$ cat config.mk
export PLATFORM = sky130hd
export DESIGN_NAME = rtc_reg_sync
export DESIGN_NICKNAME = d
export VERILOG_FILES = /design/src/rtl/rtc_pkg.sv /design/src/rtl/rtc_reg_sync.sv
export SDC_FILE = /design/constraint.sdc
export NUM_CORES = 1
export LEC_CHECK = 0
export CORE_UTILIZATION = 55
export DETAILED_ROUTE_END_ITERATION = 8
export HOLD_SLACK_MARGIN = 0.15
export PLACE_DENSITY = 0.83
export RECOVER_POWER = 100
export SLEW_MARGIN = 20
export SYNTH_ARGS = -nofsm -noshare
export SYNTH_HDL_FRONTEND = slang
export SYNTH_SLANG_ARGS = --single-unit
$ cat constraint.sdc
create_clock -name clk -period 5.1 [get_ports clk]
set_input_delay 0.765 -clock clk [delete_from_list [all_inputs] [get_ports clk]]
set_output_delay 0.765 -clock clk [all_outputs]
set_load 0.005 [all_outputs]
$ cat src/rtl/rtc_pkg.sv
// Shared types and constants for the I2C RTC register synchroniser.
package rtc_pkg;

  typedef enum logic [2:0] {
    ST_IDLE,
    ST_ISSUE,
    ST_WAIT_BUSY,
    ST_WAIT_DONE,
    ST_NEXT,
    ST_CHECK,
    ST_COMMIT
  } state_t;

  typedef enum logic [1:0] {
    PH_WRITE,
    PH_SCAN,
    PH_VERIFY
  } phase_t;

  // i2c_master status word bit positions
  localparam int unsigned STAT_BUSY  = 31;
  localparam int unsigned STAT_READY = 28;

  // MCP7940N: strips ST/OSCRUN/VBATEN/leap/12-24 control bits from the time registers
  localparam logic [55:0] MCP7940N_MASK = 56'hFF_1F_3F_07_3F_7F_7F;

endpackage

$ cat src/rtl/rtc_reg_sync.sv
// Periodically burst-reads an I2C RTC through i2c_master, verifies coherence by
// re-reading the first register, commits the snapshot atomically, and serves host writes.
module rtc_reg_sync
  import rtc_pkg::*;
#(
  parameter int unsigned         C_CLK_MHZ   = 25,
  parameter logic [6:0]          C_DEV_ADDR  = 7'h6F,
  parameter int unsigned         C_FIRST_REG = 0,
  parameter int unsigned         C_NREGS     = 7,
  parameter logic [8*C_NREGS-1:0] C_MASK     = (8*C_NREGS)'(MCP7940N_MASK),
  parameter int unsigned         C_POLL_MS   = 250,
  parameter int unsigned         C_TIMEOUT   = 1 << 20,
  parameter int unsigned         C_RETRIES   = 2
) (
  input  logic                   clk,
  input  logic                   reset_n,
  output logic [31:0]            ctrl_data,
  output logic                   wr_ctrl,
  input  logic [31:0]            status,
  input  logic                   set_req,
  input  logic [8*C_NREGS-1:0]   datetime_i,
  output logic                   set_ack,
  output logic [8*C_NREGS-1:0]   datetime_o,
  output logic                   valid,
  output logic                   tick,
  output logic                   busy_o,
  output logic                   err
);

  localparam int unsigned DT_W     = 8 * C_NREGS;
  localparam int unsigned POLL_MAX = C_CLK_MHZ * 1000 * C_POLL_MS - 1;
  localparam int unsigned POLL_W   = (POLL_MAX > 0) ? $clog2(POLL_MAX + 1) : 1;
  localparam int unsigned TMO_W    = $clog2(C_TIMEOUT + 1);
  localparam int unsigned IDX_W    = (C_NREGS > 1) ? $clog2(C_NREGS) : 1;
  localparam int unsigned RTY_W    = (C_RETRIES > 0) ? $clog2(C_RETRIES + 1) : 1;

  state_t              state;
  phase_t              phase;
  logic [IDX_W-1:0]    idx;
  logic [IDX_W-1:0]    idx_nxt;
  logic                idx_last;
  logic [7:0]          shadow [C_NREGS];
  logic [DT_W-1:0]     snap_masked;
  logic [DT_W-1:0]     dt_lat;
  logic [TMO_W-1:0]    tmo_cnt;
  logic                tmo_hit;
  logic [RTY_W-1:0]    retry_cnt;
  logic [POLL_W-1:0]   poll_cnt;
  logic                poll_wrap;
  logic                scan_pend;
  logic                set_pend;
  logic                vmatch;
  logic                unused_status;

  assign unused_status = ^{status[30:29], status[27:8]};

  assign idx_nxt   = idx + 1'b1;
  assign idx_last  = (idx == IDX_W'(C_NREGS - 1));
  assign tmo_hit   = (tmo_cnt == TMO_W'(C_TIMEOUT - 1));
  assign poll_wrap = (poll_cnt == POLL_W'(POLL_MAX));

  function automatic logic [7:0] reg_addr(input logic [IDX_W-1:0] i);
    return 8'(C_FIRST_REG) + 8'(i);
  endfunction

  function automatic logic [31:0] make_cmd(input logic rd, input logic [7:0] ra,
                                           input logic [7:0] wd);
    return {rd, 8'h00, C_DEV_ADDR, ra, wd};
  endfunction

  // Shadow with the per-register mask applied, ready for a single-edge commit
  always_comb begin
    snap_masked = '0;
    for (int k = 0; k < int'(C_NREGS); k++) begin
      snap_masked[8*k +: 8] = shadow[k] & C_MASK[8*k +: 8];
    end
  end

  // Free-running poll divider
  always_ff @(posedge clk or negedge reset_n) begin
    if (!reset_n) begin
      poll_cnt <= '0;
    end else if (poll_wrap) begin
      poll_cnt <= '0;
    end else begin
      poll_cnt <= poll_cnt + 1'b1;
    end
  end

  // Command sequencer; wr_ctrl/ctrl_data are loaded on the edge entering ISSUE
  always_ff @(posedge clk or negedge reset_n) begin
    if (!reset_n) begin
      state      <= ST_IDLE;
      phase      <= PH_SCAN;
      idx        <= '0;
      tmo_cnt    <= '0;
      retry_cnt  <= '0;
      scan_pend  <= 1'b0;
      set_pend   <= 1'b0;
      vmatch     <= 1'b0;
      dt_lat     <= '0;
      for (int k = 0; k < int'(C_NREGS); k++) shadow[k] <= '0;
      ctrl_data  <= '0;
      wr_ctrl    <= 1'b0;
      set_ack    <= 1'b0;
      datetime_o <= '0;
      valid      <= 1'b0;
      tick       <= 1'b0;
      busy_o     <= 1'b0;
      err        <= 1'b0;
    end else begin
      wr_ctrl <= 1'b0;
      set_ack <= 1'b0;
      valid   <= 1'b0;
      tick    <= 1'b0;

      case (state)
        ST_IDLE: begin
          if (set_pend) begin
            set_pend  <= 1'b0;
            phase     <= PH_WRITE;
            idx       <= '0;
            dt_lat    <= datetime_i;
            ctrl_data <= make_cmd(1'b0, reg_addr('0), datetime_i[7:0]);
            wr_ctrl   <= 1'b1;
            busy_o    <= 1'b1;
            state     <= ST_ISSUE;
          end else if (scan_pend) begin
            scan_pend <= 1'b0;
            phase     <= PH_SCAN;
            idx       <= '0;
            retry_cnt <= '0;
            ctrl_data <= make_cmd(1'b1, reg_addr('0), 8'h00);
            wr_ctrl   <= 1'b1;
            busy_o    <= 1'b1;
            state     <= ST_ISSUE;
          end
        end

        ST_ISSUE: begin
          tmo_cnt <= '0;
          state   <= ST_WAIT_BUSY;
        end

        ST_WAIT_BUSY: begin
          tmo_cnt <= tmo_cnt + 1'b1;
          if (status[STAT_BUSY]) begin
            state <= ST_WAIT_DONE;
          end else if (tmo_hit) begin
            err    <= 1'b1;
            busy_o <= 1'b0;
            state  <= ST_IDLE;
          end
        end

        ST_WAIT_DONE: begin
          tmo_cnt <= tmo_cnt + 1'b1;
          if (!status[STAT_BUSY]) begin
            if (phase != PH_WRITE && !status[STAT_READY]) begin
              err    <= 1'b1;
              busy_o <= 1'b0;
              state  <= ST_IDLE;
            end else begin
              if (phase == PH_SCAN)   shadow[idx] <= status[7:0];
              if (phase == PH_VERIFY) vmatch      <= (status[7:0] == shadow[0]);
              state <= ST_NEXT;
            end
          end else if (tmo_hit) begin
            err    <= 1'b1;
            busy_o <= 1'b0;
            state  <= ST_IDLE;
          end
        end

        ST_NEXT: begin
          case (phase)
            PH_WRITE: begin
              if (idx_last) begin
                set_ack   <= 1'b1;
                scan_pend <= 1'b1;
                busy_o    <= 1'b0;
                state     <= ST_IDLE;
              end else begin
                idx       <= idx_nxt;
                ctrl_data <= make_cmd(1'b0, reg_addr(idx_nxt), dt_lat[{idx_nxt, 3'b000} +: 8]);
                wr_ctrl   <= 1'b1;
                state     <= ST_ISSUE;
              end
            end
            PH_SCAN: begin
              if (idx_last) begin
                phase     <= PH_VERIFY;
                ctrl_data <= make_cmd(1'b1, reg_addr('0), 8'h00);
              end else begin
                idx       <= idx_nxt;
                ctrl_data <= make_cmd(1'b1, reg_addr(idx_nxt), 8'h00);
              end
              wr_ctrl <= 1'b1;
              state   <= ST_ISSUE;
            end
            default: state <= ST_CHECK;
          endcase
        end

        ST_CHECK: begin
          if (vmatch) begin
            datetime_o <= snap_masked;
            valid      <= 1'b1;
            tick       <= (snap_masked[7:0] != datetime_o[7:0]);
            err        <= 1'b0;
            retry_cnt  <= '0;
            state      <= ST_COMMIT;
          end else if (retry_cnt < RTY_W'(C_RETRIES)) begin
            retry_cnt <= retry_cnt + 1'b1;
            phase     <= PH_SCAN;
            idx       <= '0;
            ctrl_data <= make_cmd(1'b1, reg_addr('0), 8'h00);
            wr_ctrl   <= 1'b1;
            state     <= ST_ISSUE;
          end else begin
            err    <= 1'b1;
            busy_o <= 1'b0;
            state  <= ST_IDLE;
          end
        end

        ST_COMMIT: begin
          busy_o <= 1'b0;
          state  <= ST_IDLE;
        end

        default: begin
          busy_o <= 1'b0;
          state  <= ST_IDLE;
        end
      endcase

      // Late assignments so a new request or wrap is never lost to a same-cycle clear
      if (set_req)   set_pend  <= 1'b1;
      if (poll_wrap) scan_pend <= 1'b1;
    end
  end

endmodule
# Word-level counts from Yosys, hierarchy flattened

Index checks and enable logic that the tools add are counted.

Bits in registers: 249
Latch bits: 0
Memory bits (writable): 0
Bits in read-only memories: 0
Output and inout bits: 94
Word-level logic and storage cells: 176
Memories: 0

$add $sub $neg: 4
Multipliers: 0
Divide/modulo/power cells: 0
Magnitude comparators: 3
Equal/unequal tests: 32
Shifts and indexed selects: 1
Mux-type cells: 82
Bitwise logic cells: 4
Reduce and logical (&&, ||, !) cells: 25

Operators with widths:

| kind                    | count |
|---|---|
| $mux W32                | 5 |
| $pmux W32 S3            | 1 |
| $pmux W32 S2            | 1 |
| $bwmux W56              | 1 |
| $shiftx A56 B7 Y8       | 1 |
| $pmux W21 S2            | 1 |
| $mux W3                 | 13 |
| $mux W1                 | 36 |
| $demux W8 S3            | 1 |
| $add A23 B1 Y23 const B | 1 |
| $eq A23 B23 Y1 const B  | 1 |
| $mux W23                | 1 |
| $add A21 B1 Y21 const B | 1 |
| $eq A21 B20 Y1 const B  | 1 |
| $ne A3 B3 Y1 const B    | 7 |
| $mux W2                 | 10 |
| $ne A2 B2 Y1 const B    | 10 |
| $reduce_and A4 Y1       | 5 |
| $pmux W3 S6             | 1 |
| $reduce_and A6 Y1       | 3 |
| $mux W11                | 1 |
| $eq A3 B3 Y1 const B    | 3 |
| $pmux W3 S3             | 1 |
| $reduce_bool A3 Y1      | 3 |
| other kinds (30)        | 42 |

# Logic depth before layout (Yosys ltp)

Gate-level depths: netlist (run 1).

Word-level depth: 6
Gate-level depth with buffers: 11
Gate-level depth less buffers: 8

# Worst setup path before layout (run 1)

OpenSTA, ideal clock, no wires.

Path type: register to register
From: register idx[0]
To: register ctrl_data[0]
Setup time: 0.077 ns
Arrival: 2.188 ns
Data required time: 5.023 ns
Path slack: 2.835 ns
Stages on the path, launching flop included: 11
Path through: dfrtp_1 buf_2 buf_2 inv_2 ha_1 buf_2 nor2b_1 buf_1 a21oi_1 a211o_1 a21oi_1

Word-level cells in the longest chain between the ends: 5
Elaborated cells on any way between the ends: 8
Those cells by class: 1 x add/sub; 2 x eq/ne; 1 x shift; 3 x mux; 1 x reduce/logical

RTL lines:

| what                     | RTL line            | source |
|---|---|---|
| start: declaration       | rtc_reg_sync.sv:39  | `logic [IDX_W-1:0] idx;` |
| start signal: assignment | rtc_reg_sync.sv:184 | `idx <= idx_nxt;` |
| start signal: assignment | rtc_reg_sync.sv:195 | `idx <= idx_nxt;` |
| $add A3 B1 Y3            | rtc_reg_sync.sv:57  | `assign idx_nxt = idx + 1'b1;` |
| $shiftx A56 B7 Y8        | rtc_reg_sync.sv:185 | `ctrl_data <= make_cmd(1'b0, reg_addr(idx_nxt), dt_lat[{idx_nxt, 3'b000} +: 8]);` |
| $mux W32                 | rtc_reg_sync.sv:178 | `if (idx_last) begin` |
| $pmux W32 S2             | rtc_reg_sync.sv:176 | `case (phase)` |
| $pmux W32 S3             | rtc_reg_sync.sv:117 | `case (state)` |
| end signal: assignment   | rtc_reg_sync.sv:124 | `ctrl_data <= make_cmd(1'b0, reg_addr('0), datetime_i[7:0]);` |
| end signal: assignment   | rtc_reg_sync.sv:185 |  |
| end signal: assignment   | rtc_reg_sync.sv:193 | `ctrl_data <= make_cmd(1'b1, reg_addr('0), 8'h00);` |
| end: declaration         | rtc_reg_sync.sv:17  | `output logic [31:0] ctrl_data,` |

Parallel ways exist; a longest one is shown, timed or not. The select of a mux whose other input is x is not followed.
A chain may end at the register's enable or synchronous reset.

# Worst setup path in the final report (run 1)

From: register idx[0]
To: register ctrl_data[6]

The elaborated chain is that of the path after synthesis.

==> results of run 1 <==
-- synth_stat cells, drive strengths merged, types with 5 or more instances --
cell	count	area, um2
and3	10	63.8
and2	6	37.5
a31oi	7	43.8
nor3	18	111
mux2	99	1110
mux4	8	180
nand3	32	165
xnor2	16	140
nand4	11	68.8
inv	8	30.0
a21oi	37	185
nand2b	9	56.3
a21o	8	60.1
xor2	20	175
o21ai	29	149
a211o	8	70.1
dfrtp	216	5410
nor2b	5	31.3
nor2	69	259
clkbuf	13	48.8
buf	58	370
nand2	160	603
mux2i	12	120
nor4	5	31.3
-- cell type report --
class | instances | area [um2]
clock buffer | 29 | 658
clock inverter | 13 | 205
fill | 1272 | 5330
inverter | 9 | 33.8
multi-input combinational | 643 | 4170
sequential | 217 | 5430
tap | 225 | 282
timing repair buffer | 138 | 1370
-- per-layer routing --
metal / global-route usage, % / vias up / share of wire [%]
met2: 38.2 / 247 / 48
li1: - / 3334 / -
met4: 6.48 / 0 / 1.9
met3: 4.15 / 28 / 6.3
met1: 32.9 / 3525 / 44
met5: 0 / - / 0
-- state kept, by name, indices dropped and copies added (netlist names) --
name and flops:
tmo_cnt 21, state 3, ctrl_data 13, scan_pend 1, valid 1, vmatch 1
set_pend 1, shadow 43, tick 1, err 1, wr_ctrl 1, idx 3
poll_cnt 23, dt_lat 56, datetime_o 42, busy_o 1, retry_cnt 2, set_ack 1
phase 2
-- stage by stage --
step | instances | power, mW | setup slack (ns) | util [%]
after global placement | 1232 | 3.94 | 1.90 | 64.7
after global routing | 1274 | 6.15 | 0.890 | 69.5
after detailed placement | 1232 | 4.00 | 1.91 | 64.7
after CTS | 1274 | 5.89 | 1.89 | 69.6
final | 1274 | 5.84 | 1.23 | 69.5
after floorplan | 940 | 3.53 | 2.83 | -
-- power groups by stage --
stage | registers [mW] | clock network [mW] | logic (mW)
finish | 2.40 | 1.85 | 1.58
global route | 2.46 | 1.96 | 1.73
CTS | 2.40 | 1.89 | 1.60
detailed placement | 2.42 | 0 | 1.58
global placement | 2.40 | 0 | 1.54
floorplan | 2.29 | 0 | 1.23
-- tightest hold or removal path: stages (launching register included) --
cell and delay, ns:
dfrtp_1 0.34, nand2_1 0.05, nand2_1 0.05
-- kinds of logic (layout without fill, tap and decap cells) --
logic type	Yosys count	after routing
and+or+nand+nor	343	343
DFF	217	217
muxes	119	119
AOI/OAI and AO/OA	113	113
buffers and inverters	80	189
xor gates and xnor gates	36	36
adders and majority gates	4	4
other	1	28
-- worst paths after layout --
check | slack [ns] | start | end
max in group asynchronous | 1.92 | reset_n | dt_lat[54]
hold / removal | 0.46 | shadow[1] | datetime_o[49]
setup reg to reg | 1.23 | idx[0] | ctrl_data[6]
hold reg to reg | 0.46 | shadow[1] | datetime_o[49]
setup / recovery | 1.23 | idx[0] | ctrl_data[6]
min in group asynchronous | 1.29 | reset_n | poll_cnt[22]
==> impl_results.md, run 1 <==
* Logic pwr share at 27.1%
* Largest family of logic cells by synthesized area: simple AND/OR/NAND/NOR gates
* Gp weighted congestion at 0.799
* Hold path cells at 2
* Crit path arrival time at between 4 and 5 ns
* Core Box Area at 17500 um2
* IO Port Bufs at 134
* CTS Buf Count at 23
* Router iterations before antenna repair at 5
* Cts repair resizes at 0
* F_max at 258 MHz
* Synth-to-layout area growth at 22.0%
* Asr flop ratio synth at 100%
* Slew HR at -114%
* Routed Wire Length at 21.2 mm
* First-pass GRT wire length at 34.7 mm
* Ant diodes at 0
* Setup bufs post-CTS at 0
* Final ANT Viol Nets at 0
* Total track usage at a little under a quarter
* DR iter-0 viols at 291
* #FFs+latches synth at 217
* Root buffer cell: clkbuf_16
* Switch share at 29.7%
* Critical Path Slowest Stage Cell: clkbuf_1
* Max-Cap Viols at 2
* Crit path depth at 7
* Hold WC Path Type: flip-flop to flip-flop
* Min Hold Slack at 0.464 ns
* Vias in the first global route at between 7000 and 8000
* Final Critical Period at 3.87 ns
* CTS tree: yes
* Post-DP HPWL at 14.0 mm
* Clk_skew at 0.0175 ns
* CP Launch Type: flip-flop
* Worst-Margin Slew at 3.21 ns
* Vias at roughly 7000
* Commonest non-fill, non-tap cells in the layout: dfrtp_1, nand2_1, mux2_2, nor2_1, dlygate4sd3_1
* Worst EP required at ~5.5 ns
* Bufs on Longest Clock Path at 3
* Post-DP Area at 11300 um2
* R2R cell count at 7
* Synthesized area at between 9000 and 10000 um2
* H-tree depth at 1
* Starting Density at 57.0%
* Total grt overflow at 0
* Initial antenna violation count at 0
* Failing checks: capacitance limit, slew limit
* # hold bufs at CTS at 0
* Drt wl/cell at about 17 um
* Crit path max fanout at 18
* Delay-heaviest family, CP: buffers and inverters
* Setup TNS at 0 ns
* Simple-gate share of the synthesized area at 15.8%
* Total die area at 18600 um2
* Adder-cell share of the synthesized area at 0.503%
* Share of cells above drive strength 1 at roughly 16%
* CTS Sinks at roughly 220
* Sequential area share after synthesis at 54.6%
* PD cells at 481 nW/um2
* CP endpoint kind: flip-flop
* Row Count at 48
* Max-slew violations at 186
* Largest net degree at the start of global routing at 130
* Top Ports at 185
* RSZ-0062 raised after global routing: no
* Sequential share of power at 41.1%
* Post-route cell area at around 12000 um2
* Final setup viols at 0
* Post-Synth XOR/XNOR Area at 3.17%
* Final hold vios at 0
* Die width at 137 um
* Net Sw Power at 1.73 mW
* Layout Nets at between 1000 and 1500
* Pint at 4.10 mW
* Leak at 5.83 nW
* Max incr delay on CP at 0.91 ns
* Post-synthesis compound-gate area fraction at 7.18%
* Crit Path Category: flip-flop to flip-flop
* Post-synthesis mux area share at 14.2%
* Status: complete, but fails checks
* Register clock-pin slew on the reported worst setup and hold paths at 0.07 ns
* CP dominant cell by count: a21oi_1
* Final routed DRC violation total at 0
* Vias per cell at 5.60
* Ys Warns at 0
* Synth Flop Type: dfrtp_1
* Clock power frac at 31.8%
* Part of the cycle the worst path needs at approximately three quarters
* Clock latency on the worst-skew pair at 0.51 ns
* Post-synthesis area per instance at 10.9 um2
* Post-synthesis cell count at slightly above 900
* Worst-path cell chain: inv_1, ha_1, clkbuf_1, nor2b_1, a21oi_1, a211o_1, a21oi_1
* Post-synth EDFFs at 0
* Buf+Inv Stages, Crit Path at 2
* Yosys cell types at 64
* Die Ht at 137 um
* Peak supply drop at ~370 uV
* Commonest non-fill, non-tap cell in the layout: dfrtp_1
Power figures use the tool's default switching activity.
==> run 2, diff against run 1 <==
--- a/config.mk
+++ b/config.mk
@@ -5,10 +5,10 @@
 export SDC_FILE = /design/constraint.sdc
 export NUM_CORES = 1
 export LEC_CHECK = 0
-export CORE_UTILIZATION = 55
+export CORE_UTILIZATION = 48
 export DETAILED_ROUTE_END_ITERATION = 8
 export HOLD_SLACK_MARGIN = 0.15
-export PLACE_DENSITY = 0.83
+export PLACE_DENSITY = 0.77
 export RECOVER_POWER = 100
 export SLEW_MARGIN = 20
 export SYNTH_ARGS = -nofsm -noshare
==> constraint.sdc (replaced) <==
create_clock -name clk -period 3.3 [get_ports clk]
set_input_delay 0.495 -clock clk [delete_from_list [all_inputs] [get_ports clk]]
set_output_delay 0.495 -clock clk [all_outputs]
set_load 0.005 [all_outputs]
==> impl_results.md, run 2 (same netlist as run 1, synthesis figures left out) <==
* Top Ports at 185 (unchanged)
* Ant diodes at 0 (unchanged)
* Hold path cells at 2 (unchanged)
* Cts repair resizes at 0 (unchanged)
* Final Worst Setup Slack at 0.620 ns (-0.610 ns)
* CTS Buf Count at 24 (+4.3%)
* Net Sw Power at 2.73 mW (+57%)
* Bufs on Longest Clock Path at 3 (unchanged)
* Starting Density at 49.0% (-7.9 points)
* Max-Cap Viols at 0 (-2)
* Setup bufs post-CTS at 0 (unchanged)
* Slew HR at 23.2% (+140 points)
* Routed Wire Length at 21.1 mm (-0.34%)
* Total die area at 21300 um2 (+14%)
* Share of cells above drive strength 1 at 16.1% (+0.34 points)
* CP Launch Type: flip-flop
* CP endpoint kind: flip-flop
* Part of the cycle the worst path needs at 81.2% (+5.3 points)
* Final Critical Period at 2.68 ns (-1.19 ns)
* Setup TNS at 0 ns (unchanged)
* Die Ht at 146 um (+6.9%)
* Clock power frac at 30.8% (-1.0 points)
* Layout Nets at 1136 (+0.80%)
* Core Box Area at 20300 um2 (+16%)
* Switch share at 30.8% (+1.1 points)
* Router iterations before antenna repair at 5 (unchanged)
* PD cells at 726 nW/um2 (+51%)
* R2R cell count at 4 (-3)
* Logic pwr share at 27.8% (+0.7 points)
* WHS Endpoint: datetime_o[19]
* DR iter-0 viols at 252 (-13%)
* Commonest non-fill, non-tap cells in the layout: dfrtp_1, nand2_1, mux2_2, nor2_1
* Worst R2R Start: state[2]
* IO Port Bufs at 134 (unchanged)
* Status: complete, no violations
* Final ANT Viol Nets at 0 (unchanged)
* Register clock-pin slew on the reported worst setup and hold paths at 0.06 ns (about the same)
* Commonest non-fill, non-tap cell in the layout: dfrtp_1
* CTS Sinks at 217 (unchanged)
* F_max at 373 MHz (+44%)
* Synth-to-layout area growth at 22.6%
* First-pass GRT wire length at 35.3 mm (+1.8%)
* RSZ-0062 raised after global routing: no
* Total track usage at 20.3% (-3.3 points)
* Post-DP HPWL at 14.3 mm (+1.7%)
* Worst EP required at 3.72 ns (-1.81 ns)
* Peak supply drop at 540 uV (+48%)
* Final Power at 8.86 mW (+52%)
* Clk_skew at 0.0254 ns (+0.00792 ns)
* Reg area at 5430 um2 (unchanged)
* Crit Path Category: flip-flop to flip-flop
* Clock latency on the worst-skew pair at 0.53 ns (+0.02 ns)
* Pint at 6.13 mW (+49%)
* Crit path max fanout at 28 (+10)
* Crit path arrival time at 3.10 ns (-1.20 ns)
* CTS tree: yes
* Largest regs: dt_lat x56, shadow x43, datetime_o x42
* Vias at 7058 (-1.1%)
* Final setup viols at 0 (unchanged)
* Setup Slack @ Placement at 0.803 ns (-1.10 ns)
* Max-slew violations at 0 (-100%)
* FF-to-FF setup slack at 0.62 ns (-0.61 ns)
* Vias per cell at 5.31 (-5.1%)
* Root buffer cell: clkbuf_16
* Final hold vios at 0 (unchanged)
* Gp weighted congestion at 0.809 (+1.2%)
* Initial antenna violation count at 0 (unchanged)
* Min-delay src: shadow[35]
* End of the worst register-to-register path: dt_lat[51]
* Hold WC Path Type: flip-flop to flip-flop
* Top reg by flops: dt_lat
* Largest net degree at the start of global routing at 96 (-26%)
* Leak at 5.84 nW (+0.11%)
* Max FFs per register at 56 (unchanged)
* Worst-Margin Slew at 1.15 ns (-2.06 ns)
* Total grt overflow at 0 (unchanged)
* Die width at 146 um (+6.9%)
* Area taken by multi-input logic gates at 4160 um2 (-0.21%)
* Vias in the first global route at 7012 (-0.47%)
* Final routed DRC violation total at 0 (unchanged)
* Sequential share of power at 41.4% (+0.3 points)
* Row Count at 52 (+8.3%)
* H-tree depth at 1 (unchanged)
* FILL cells at 1668 (+31%)
* Drt wl/cell at 15.9 um (-4.4%)
run 2: metal layers:
| metal | vias to the layer above | GRT usage, % | routed length (um) |
|---|---|---|---|
| met4 | 0 | 4.27 | 223 |
| met3 | 20 | 4.16 | 1280 |
| li1 | 3356 | - | - |
| met5 | - | 0 | 0 |
| met1 | 3491 | 27.7 | 9510 |
| met2 | 191 | 33.9 | 10100 |
run 2: repair_timing:
| action | 4_1_cts | 5_1_grt |
|---|---|---|
| hold buffers | 1 | 0 |
| hold endpoints to repair | 92 | 0 |
| endpoints found under the setup margin | 0 | 0 |
run 2: worst max path at each step:
stage | from | endpoint | slack, ns | cells after the start
6_report | state[2] | dt_lat[51] | 0.62 | 4
5_1_grt | state[2] | dt_lat[51] | 0.44 | 4
4_1_cts | state[2] | ctrl_data[3] | 0.79 | 6
3_5_place_dp | state[2] | ctrl_data[3] | 0.80 | 6
3_3_place_gp | state[2] | ctrl_data[2] | 0.85 | 6
2_1_floorplan | idx[0] | ctrl_data[0] | 1.03 | 10
run 2: final cells by class:
type / instances / share of cell area (%)
clock inverters: 16 / 1.50
clock buffers: 27 / 5.18
repair buffers: 146 / 11.7
well taps: 270 / 2.77
multi-input cells: 643 / 34.1
inverters: 9 / 0.277
flip-flops and latches: 217 / 44.5
run 2: critical path, cell delays in order (launching register included):
cell	delay (ns)
dfrtp_1	0.59
nor3_1	0.35
and2_0	0.53
clkbuf_2	0.67
mux2_2	0.42
run 2: per-stage QoR:
| step | instances | instance area [um2] | util (%) | hold slack (ns) |
|---|---|---|---|---|
| 4_1_cts | 1328 | 12300 | 60.4 | 0.461 |
| 2_1_floorplan | 940 | 10100 | - | 0.199 |
| 3_3_place_gp | 1284 | 11400 | 56.3 | 0.443 |
| 3_5_place_dp | 1284 | 11400 | 56.3 | 0.446 |
| 6_report | 1328 | 12200 | 60.1 | 0.461 |
| 5_1_grt | 1328 | 12200 | 60.1 | 0.486 |
run 2: power groups by stage:
stage               registers, mW  logic [mW]  clock network, mW
finish                       3.66        2.46               2.73
detailed placement           3.70        2.54                  0
global placement             3.68        2.47                  0
global route                 3.74        2.72               2.89
CTS                          3.66        2.55               2.78
floorplan                    3.54        1.91                  0
